File: src/rtl/dac_serializer.sv
// Stereo DAC serializer: bit-clock master with a double-buffered sample path.
// Shifts 16-bit left/right samples MSB first onto the codec DAC data line.
//
// Ports:
//   clk          system clock
//   reset_n      synchronous active-low reset
//   leftIn       left sample, captured on accept
//   rightIn      right sample, captured on accept
//   sampleValid  leftIn/rightIn valid
//   sampleReady  holding buffer empty, a sample can be accepted
//   BCLK         bit clock, clk / (2*BCLK_DIV)
//   LRCK         channel select, 1 = left, 0 = right
//   WCLK         high while data bits are on serialOut
//   serialOut    serial data, MSB first
//   underrun     one-clk pulse: frame began with no new sample

module dac_serializer #(
    parameter int DATA_W     = 16,
    parameter int BCLK_DIV   = 1,
    parameter int HALF_BCLKS = 32
) (
    input  logic              clk,
    input  logic              reset_n,
    input  logic [DATA_W-1:0] leftIn,
    input  logic [DATA_W-1:0] rightIn,
    input  logic              sampleValid,
    output logic              sampleReady,
    output logic              BCLK,
    output logic              LRCK,
    output logic              WCLK,
    output logic              serialOut,
    output logic              underrun
);

    localparam int DIV_W = (BCLK_DIV > 1) ? $clog2(BCLK_DIV) : 1;
    localparam int CNT_W = $clog2(HALF_BCLKS);

    localparam logic [DIV_W-1:0] DIV_LAST  = DIV_W'(BCLK_DIV - 1);
    localparam logic [DIV_W-1:0] DIV_ONE   = DIV_W'(1);
    localparam logic [CNT_W-1:0] CNT_LAST  = CNT_W'(HALF_BCLKS - 1);
    localparam logic [CNT_W-1:0] DATA_LAST = CNT_W'(DATA_W);
    localparam logic [CNT_W-1:0] FIRST_BIT = CNT_W'(1);

    typedef enum logic {
        BUF_EMPTY = 1'b0,
        BUF_FULL  = 1'b1
    } buf_state_t;

    buf_state_t buf_q;
    buf_state_t buf_d;

    logic [DIV_W-1:0]  div_q;
    logic              bclk_q;
    logic [CNT_W-1:0]  cnt_q;
    logic [CNT_W-1:0]  cnt_nxt;
    logic              lrck_q;
    logic              lrck_nxt;
    logic              wclk_q;
    logic              sout_q;
    logic              urun_q;
    logic              urun_d;
    logic [DATA_W-1:0] hold_l;
    logic [DATA_W-1:0] hold_r;
    logic [DATA_W-1:0] act_l;
    logic [DATA_W-1:0] act_r;
    logic [DATA_W-1:0] sh_q;
    logic [DATA_W-1:0] word;

    logic tick;
    logic fe;
    logic wrap;
    logic boundary;
    logic in_data;
    logic first_bit;
    logic capture;
    logic load_act;

    // Slot decode looks at the count that is about to be registered, so
    // WCLK/serialOut line up with the bit_cnt value they are shown with.
    assign tick      = (div_q == DIV_LAST);
    assign fe        = tick & bclk_q;
    assign wrap      = (cnt_q == CNT_LAST);
    assign cnt_nxt   = wrap ? '0 : cnt_q + FIRST_BIT;
    assign lrck_nxt  = wrap ? ~lrck_q : lrck_q;
    assign boundary  = fe & wrap & ~lrck_q;
    assign in_data   = (cnt_nxt != '0) && (cnt_nxt <= DATA_LAST);
    assign first_bit = (cnt_nxt == FIRST_BIT);
    assign word      = lrck_nxt ? act_l : act_r;

    // Divider and bit clock
    always_ff @(posedge clk) begin
        if (!reset_n) begin
            div_q  <= '0;
            bclk_q <= 1'b0;
        end else if (tick) begin
            div_q  <= '0;
            bclk_q <= ~bclk_q;
        end else begin
            div_q  <= div_q + DIV_ONE;
        end
    end

    // Slot counter, channel select and serial data, all on BCLK falls
    always_ff @(posedge clk) begin
        if (!reset_n) begin
            cnt_q  <= '0;
            lrck_q <= 1'b1;
            wclk_q <= 1'b0;
            sout_q <= 1'b0;
            sh_q   <= '0;
        end else if (fe) begin
            cnt_q  <= cnt_nxt;
            lrck_q <= lrck_nxt;
            wclk_q <= in_data;
            unique case (1'b1)
                !in_data: begin
                    sout_q <= 1'b0;
                end
                first_bit: begin
                    sout_q <= word[DATA_W-1];
                    sh_q   <= {word[DATA_W-2:0], 1'b0};
                end
                default: begin
                    sout_q <= sh_q[DATA_W-1];
                    sh_q   <= {sh_q[DATA_W-2:0], 1'b0};
                end
            endcase
        end
    end

    // Holding-buffer state: the frame boundary is resolved before a
    // same-edge accept, so an empty buffer at the boundary repeats the
    // active sample even if new data arrives on that very clk.
    always_comb begin
        buf_d       = buf_q;
        capture     = 1'b0;
        load_act    = 1'b0;
        urun_d      = 1'b0;
        sampleReady = 1'b0;
        unique case (buf_q)
            BUF_EMPTY: begin
                sampleReady = 1'b1;
                if (boundary) begin
                    urun_d = 1'b1;
                end
                if (sampleValid) begin
                    capture = 1'b1;
                    buf_d   = BUF_FULL;
                end
            end
            BUF_FULL: begin
                if (boundary) begin
                    load_act = 1'b1;
                    buf_d    = BUF_EMPTY;
                end
            end
            default: begin
                buf_d = BUF_EMPTY;
            end
        endcase
    end

    always_ff @(posedge clk) begin
        if (!reset_n) begin
            buf_q  <= BUF_EMPTY;
            urun_q <= 1'b0;
            hold_l <= '0;
            hold_r <= '0;
            act_l  <= '0;
            act_r  <= '0;
        end else begin
            buf_q  <= buf_d;
            urun_q <= urun_d;
            if (capture) begin
                hold_l <= leftIn;
                hold_r <= rightIn;
            end
            if (load_act) begin
                act_l <= hold_l;
                act_r <= hold_r;
            end
        end
    end

    assign BCLK      = bclk_q;
    assign LRCK      = lrck_q;
    assign WCLK      = wclk_q;
    assign serialOut = sout_q;
    assign underrun  = urun_q;

endmodule

File: config.mk
export PLATFORM = sky130hd
export DESIGN_NAME = dac_serializer
export DESIGN_NICKNAME = d
export VERILOG_FILES = /design/src/rtl/dac_serializer.sv
export SDC_FILE = /design/constraint.sdc
export NUM_CORES = 1
export LEC_CHECK = 0
export CAP_MARGIN = 40
export CORE_ASPECT_RATIO = 1.2
export CORE_UTILIZATION = 40
export CTS_CLUSTER_SIZE = 12
export DETAILED_ROUTE_END_ITERATION = 10
export PLACE_DENSITY_LB_ADDON = 0.05
export SLEW_MARGIN = 20
export SYNTH_ARGS = -nofsm -noshare
export SYNTH_HDL_FRONTEND = slang
export SYNTH_SLANG_ARGS = --single-unit
File: constraint.sdc
create_clock -name clk -period 3.4 [get_ports clk]
set_input_delay 0.34 -clock clk [delete_from_list [all_inputs] [get_ports clk]]
set_output_delay 0.34 -clock clk [all_outputs]
set_load 0.005 [all_outputs]
Yosys cells after proc, flatten, opt, wreduce, memory -nomap -nowiden
Index checks and enable logic that the tools add are counted.
{"block": "word_totals", "register_bits": 92, "out_inout_bits": 6, "wordCells": 44, "in_bits": 35}
{"block": "classes", "n_mux": 12, "n_eq_ne": 2, "reduce_logical": 6, "n_bitwise": 8, "n_lt_le_gt_ge": 1, "addsub": 2}
{"operator": "16-bit one-hot mux with 2 select lines", "n": 1}
{"operator": "16-bit two-way mux", "n": 1}
{"operator": "1-bit two-way mux", "n": 7}
{"operator": "5-bit by 1-bit adder with 5-bit output (second input constant)", "n": 1}
{"operator": "5-bit by 1-bit == test with 1-bit output (second input constant)", "n": 1}
{"operator": "5-bit == test (second input constant)", "n": 1}
{"operator": "5-bit <= comparator (second input constant)", "n": 1}
{"operator": "5-bit two-way mux", "n": 1}
{"operator": "1-bit NOT", "n": 5}
{"operator": "5-bit nonzero test", "n": 1}
{"operator": "1-bit one-hot mux with 2 select lines", "n": 2}
{"operator": "2-bit AND reduction", "n": 2}
{"operator": "1-bit bitwise AND", "n": 3}
{"operator": "2-bit OR reduction", "n": 1}
{"operator": "1-bit adder (second input constant)", "n": 1}
{"operator": "1-bit logical AND", "n": 1}
{"operator": "1-bit logical NOT", "n": 1}

Depth between registers and ports, before layout
Gate-level depths: netlist of run 1.
{"block": "depth", "depth_word": 6, "mapped_depth": 11, "mapped_depth_nobuf": 8}

Worst setup path before layout of run 1
Ideal clock, no wire load.
{"block": "synth_path", "path_kind": "flip-flop to flip-flop", "from": "reg cnt_q[0]", "to": "reg sh_q[15]", "t_required_ps": 3273, "setup_ps": 127, "stages_incl_launch_ff": 11, "arrival_time_ps": 2286, "path_buffers": 2, "synth_period_minus_slack_ps": 2412, "setup_slack_ps": 988, "cell_sequence": "dfxtp_1 ha_1 buf_2 and3_1 ha_1 inv_1 o41ai_1 a2111oi_4 buf_6 o2111ai_1 o21ai_0"}
{"block": "synth_between", "elab_chain_cells": 6, "elab_cells_between_ends": 12, "cone_classes": "1 x add/sub; 1 x order compare; 2 x eq/ne; 4 x mux; 4 x reduce/logical"}
{"item": "start, declared", "line": "54", "text": "logic [CNT_W-1:0] cnt_q;"}
{"item": "start signal, assigned", "line": "112", "text": "cnt_q <= cnt_nxt;"}
{"item": "5-bit by 1-bit adder with 5-bit output / 5-bit == test (equally long branches)", "line": "83, 82"}
{"item": "5-bit two-way mux (*)", "line": "83", "text": "assign cnt_nxt = wrap ? '0 : cnt_q + FIRST_BIT;"}
{"item": "net cnt_nxt[4]", "line": "55", "text": "logic [CNT_W-1:0] cnt_nxt;"}
{"item": "5-bit <= comparator / 5-bit nonzero test (equally long branches)", "line": "86", "text": "assign in_data = (cnt_nxt != '0) && (cnt_nxt <= DATA_LAST);"}
{"item": "1-bit logical AND", "line": "86"}
{"item": "1-bit logical NOT", "line": "116", "text": "!in_data: begin"}
{"item": "16-bit one-hot mux with 2 select lines", "line": "115", "text": "unique case (1'b1)"}
{"item": "end signal, assigned", "line": "121", "text": "sh_q <= {word[DATA_W-2:0], 1'b0};"}
{"item": "end signal, assigned", "line": "125", "text": "sh_q <= {sh_q[DATA_W-2:0], 1'b0};"}
{"item": "end, declared", "line": "66", "text": "logic [DATA_W-1:0] sh_q;"}
Mark *: on every way through the listed nets, which the timed path passes. The rest lies on a longest branch. The select of a mux whose other input is x is not followed.
A chain may end at the register's enable or synchronous reset.

Worst setup path after layout of run 1
{"block": "layout_path", "from": "reg cnt_q[1]", "to": "reg sh_q[10]"}
The elaborated chain is that of the path after synthesis.

==> out/results.tsv, run 1 <==
metric	value	unit
slowest cell delay on critical path	0.66	ns
CP max FO	31	
WL/cell	13.41	um
maximum VDD drop	253.5	uV
area grow syn2layout	20.06	%
RSZ-0062 raised after global routing	no	
total global routing overflow	0	
most frequent cell after synthesis	nand2_1	
ANT cells	0	
area of the multi-input gates	1879	sq um
Hold WS	0.4106	ns
Lkg Pwr	1.640	nW
Most Frequent Cell on Critical Path	ha_1	
Post-Syn Area	3880	sq um
number of buffers created by CTS	9	
antenna violations before repair	0	
clock sink count	91	
syn_nets	521	
setup bufs post-CTS	0	
die span in y	109.9	um
vias	3227	
Slew @ Worst Pin	0.6516	ns
crit-path cells	ha_1, and3_1, ha_1, inv_1, o41ai_1, a2111oi_4, buf_4, o2111ai_1, o21ai_0	
CTS resizes	0	
HP Class	in2reg	
total negative slack	0	ns
top cells by area, synth	dfxtp_1 (47%), nand2_1 (18%), a21boi_0 (13%)	
Max transition margin	55.99	%
area share of the largest cell type after synthesis	46.95	%
layout cells sized above 1	6.055	%
Max H-tree Level	3	
CP max-delay cell	o41ai_1	
Ports	41	
critical path startpoint category	flip-flop	
max-slew violations	0	
CP arrival	2.89	ns
Layout fillers	997	
vias in the first global route	3068	
Rows	39	
Worst setup EP type	flip-flop	
Final Wtd Congestion	0.7600	
number of flops mapped to enable cells by yosys	0	
Routed Antenna Nets	0	
die area	10100	sq um
hold path cells	2	
cts hold-fix bufs	0	
final WL	8.514	mm
register area	1822	sq um
initial DRC count	143	
CTS root buf	clkbuf_16	
Die Wd	91.91	um
Worst Skew	0.006037	ns
Syn Area/Cell	8.050	sq um
CTS max path bufs	2	
Synth Register Bits	91	
# DRC	0	
Setup CP Type	reg2reg	
Worst-Skew Late Latency	0.34	ns
Final Hold Vio Count	0	
Post-synth ARST share	0	%
initial cell density of the core	40.99	%
Post-synth top cells	nand2_1 (185), dfxtp_1 (91), a21boi_0 (66)	
largest net degree at the start of global routing	46	
Core Region	9467	sq um
Reg2Reg Depth	9	
dpl hpwl	5.859	mm
Synth area leader	dfxtp_1	
first-pass GRT wire length	14.81	mm
Max Cap Viol	0	
period utilisation layout	78.74	%
Worst-path clk slew	0.06	ns
drt first pass iters	4	
Power Dens Cells	478.8	nW/um^2
Mapped Cells	482	
fmax	0.3735	GHz
vias per inst	5.082	
Top FF cell, synth	dfxtp_1	
# nets final	548	
count of input and output buffers	40	
outcome	finished, final reports clean	
Critical Path RT	3.61	ns
Final setup viols	0	
CTS tree	yes	
register area share after synthesis	46.95	%
Ys Warns	0	
Cell variety after synth	35	
clock period minus worst slack	2.677	ns
gr usage total	18.85	%
## per-stage QoR
step	cell area (sq um)	utilization, %	setup WS (ns)	total power [W]	instances
floorplan	3880	-	0.9878	0.001225	482
global placement	4353	45.98	0.8414	0.001296	620
detailed placement	4375	46.22	0.7653	0.001300	621
CTS	4658	49.21	0.7386	0.002261	635
global route	4658	49.21	0.5349	0.002327	635
finish	4658	49.21	0.7227	0.002230	635
## worst max-delay path: cells and delay by family, from the launching register on
kind,cells,cell delay (ns)
buffers and inverters,2,0.33
adder cells (fa/ha/maj),2,0.67
AO/OA/AOI/OAI,4,0.95
flip-flops,1,0.38
AND/OR/NAND/NOR,1,0.22
## state kept, by name, summed over array words and instances, names as in the netlist
register,count
hold_l,16
act_r,16
div_q,1
sh_q,15
WCLK,1
cnt_q,5
underrun,1
buf_q,1
BCLK,1
LRCK,1
act_l,16
hold_r,16
serialOut,1
## final timing paths
check,from,endpoint,slack (ns)
max,cnt_q[1]$_SDFFE_PN0P_,sh_q[10]$_SDFFE_PN0P_,0.72
min,reset_n,hold_l[11]$_SDFFE_PN0P_,0.41
max reg2reg,cnt_q[1]$_SDFFE_PN0P_,sh_q[10]$_SDFFE_PN0P_,0.72
min reg2reg,sh_q[2]$_SDFFE_PN0P_,sh_q[2]$_SDFFE_PN0P_,0.45
## cell usage in the layout, fill, tap and decap left out, drive strengths merged, types with 2 or more instances in the layout
| cell | instances |
|---|---|
| nand2 | 185 |
| dfxtp | 91 |
| a21boi | 66 |
| clkdlybuf4s50 | 39 |
| o21ai | 19 |
| nand4 | 16 |
| o2111ai | 14 |
| buf | 13 |
| clkbuf | 11 |
| nor2 | 7 |
| inv | 6 |
| a21oi | 5 |
| nor2b | 5 |
| ha | 4 |
| and3 | 3 |
| nand3b | 3 |
| nand2b | 3 |
| and2 | 3 |
| a311o | 2 |
| clkinv | 2 |
| nor3 | 2 |
## kinds of logic (layout without fill, tap and decap cells)
logic type / after synthesis / count (layout) / share of synthesized area, %
DFF: 91 / 91 / 46.95
AOI/OAI and AO/OA: 114 / 114 / 21.86
adders and majority gates: 4 / 4 / 1.290
xor gates and xnor gates: 2 / 2 / 0.4515
other: 1 / 1 / 0.09665
and+or+nand+nor: 228 / 228 / 24.48
buffers and inverters: 42 / 72 / 4.869
## power breakdown
part,switching (W),internal (W)
Clock,0.000377,0.000578
Combinational,0.0000810,0.0000809
Sequential,0.0000168,0.00110
Total,0.000475,0.00176
## per-layer routing
layer	vias up	share of wire, %	wire (um)	global-route usage [%]
li1	1680	-	-	-
met1	1493	50	4252	24.39
met2	43	46	3881	30.38
met3	11	2.8	235	4.149
met4	0	1.7	144	8.036
met5	-	0	0	0
## cell type report
cell class / count / area share [%]
multi-input cells: 349 / 40.34
flip-flops and latches: 91 / 39.11
repair buffers: 52 / 10.69
clock buffers: 11 / 5.211
well taps: 123 / 3.304
clock inverters: 3 / 0.8595
inverters: 6 / 0.4835
Power figures use the tool's default switching activity.
==> inputs of run 2 (changes only) <==
==> constraint.sdc (replaced) <==
create_clock -name clk -period 2.5 [get_ports clk]
set_input_delay 0.25 -clock clk [delete_from_list [all_inputs] [get_ports clk]]
set_output_delay 0.25 -clock clk [all_outputs]
set_load 0.005 [all_outputs]
==> run 2 against run 1 <==
Clock-buffer cell count is 2 higher. Final cell count is 2.5% higher. Critical endpoint is now sh_q[7]$_SDFFE_PN0P_. Fmax is 15% higher. Sequential share of layout area is 0.75 points lower. Utilization is 0.96 points higher.
==> out/results.tsv, run 2 (synthesis gave the netlist of run 1 again) <==
metric	value	unit
CTS tree	yes	
slowest cell delay on critical path	0.36	ns
outcome	finished, final reports clean	
HP Class	reg2reg	
fmax	0.4312	GHz
maximum VDD drop	327.7	uV
CP max FO	9	
count of input and output buffers	40	
antenna violations before repair	0	
area of the multi-input gates	1889	sq um
Final Core Density	50.17	%
die span in y	109.9	um
Final Hold Vio Count	0	
Most Frequent Cell on Critical Path	buf_4	
dpl cells	632	
critical path startpoint category	flip-flop	
Core Region	9467	sq um
Setup CP Type	reg2reg	
largest net degree at the start of global routing	37	
final WL	8.841	mm
clock period minus worst slack	2.319	ns
Ports	41	
# DRC	0	
CP arrival	2.53	ns
WL/cell	13.58	um
dpl hpwl	6.021	mm
Power Dens Cells	616.2	nW/um^2
Final Wtd Congestion	0.8043	
drt first pass iters	4	
Final Non-Filler Cells	651	
number of buffers created by CTS	9	
CTS max path bufs	2	
# nets final	562	
ANT cells	0	
CP max-delay cell	o41ai_1	
hold path cells	2	
total global routing overflow	0	
most common cell after layout, fill and taps aside	nand2_1	
first-pass GRT wire length	14.58	mm
Critical Path RT	2.71	ns
Hold WS	0.4573	ns
Die Wd	91.91	um
crit-path cells	ha_1, and3_1, ha_4, inv_1, o41ai_1, buf_4, a2111oi_4, buf_4, buf_4, o2111ai_1, o21ai_0	
gr usage total	18.60	%
Routed Antenna Nets	0	
area grow syn2layout	22.41	%
Slew @ Worst Pin	0.6210	ns
vias in the first global route	2977	
total negative slack	0	ns
Final setup viols	0	
Layout fillers	964	
initial cell density of the core	40.99	%
vias	3306	
Worst setup EP type	flip-flop	
Max transition margin	58.60	%
vias per inst	5.078	
Rows	39	
Place WS	-0.04470	ns
max-slew violations	0	
fin worst setup slack	0.1808	ns
RSZ-0062 raised after global routing	no	
Max H-tree Level	3	
Worst-path clk slew	0.06	ns
Worst-Skew Late Latency	0.33	ns
most frequent cells in the layout	nand2_1 (185), dfxtp_1 (91), a21boi_0 (66)	
initial DRC count	160	
clock sink count	91	
die area	10100	sq um
register area	1822	sq um
Reg2Reg Depth	11	
Worst Skew	0.005702	ns
Max Cap Viol	0	
layout cells sized above 1	8.333	%
Lkg Pwr	1.695	nW
CTS root buf	clkbuf_16	
period utilisation layout	92.77	%
[run 2: per-stage QoR]
step / instance area [sq um] / total power (W)
6_report: 4750 / 0.002927
2_1_floorplan: 3880 / 0.001666
3_3_place_gp: 4448 / 0.001767
5_1_grt: 4750 / 0.003065
4_1_cts: 4715 / 0.002960
3_5_place_dp: 4459 / 0.001772
[run 2: worst max-delay path: cells and delay by family, from the launching register on]
family          cells  cell delay [ns]
simple gates        1             0.21
fa+ha+maj           2             0.50
buf+inv             4             0.59
compound gates      4             0.58
flops               1             0.31
[run 2: routing by layer]
metal	global-route usage, %	part of all wire, %
met5	0	0
met1	24.87	47
met2	28.89	47
met4	10.16	2.3
met3	2.766	3.4
[run 2: layout make-up]
| type | count | area share [%] |
|---|---|---|
| timing repair buffer | 66 | 12.78 |
| clock inverter | 3 | 0.3161 |
| multi-input combinational | 349 | 39.78 |
| tap | 123 | 3.240 |
| sequential | 91 | 38.36 |
| clock buffer | 13 | 5.058 |
| inverter | 6 | 0.4742 |
[run 2: path summary, 6_finish.rpt]
kind                    startpoint                    end  slack, ns
max          cnt_q[0]$_SDFFE_PN0P_   sh_q[7]$_SDFFE_PN0P_       0.18
max reg2reg  cnt_q[0]$_SDFFE_PN0P_   sh_q[7]$_SDFFE_PN0P_       0.18
min reg2reg  sh_q[15]$_SDFFE_PN0P_  sh_q[15]$_SDFFE_PN0P_       0.46
min          sh_q[15]$_SDFFE_PN0P_  sh_q[15]$_SDFFE_PN0P_       0.46
[run 2: report_power, final]
part	leakage, nW	switching (W)	internal [W]
sequential	0.739	0.0000215	0.00149
combinational	0.828	0.000113	0.000116
clock	0.127	0.000516	0.000670
total	1.69	0.000651	0.00228
[run 2: what timing repair did]
item                                    4_1_cts  5_1_grt
hold buffers                                  0        0
resized for setup                             0        1
endpoints found under the setup margin        9       16
pin swaps                                     1        1
setup buffers                                 0        2
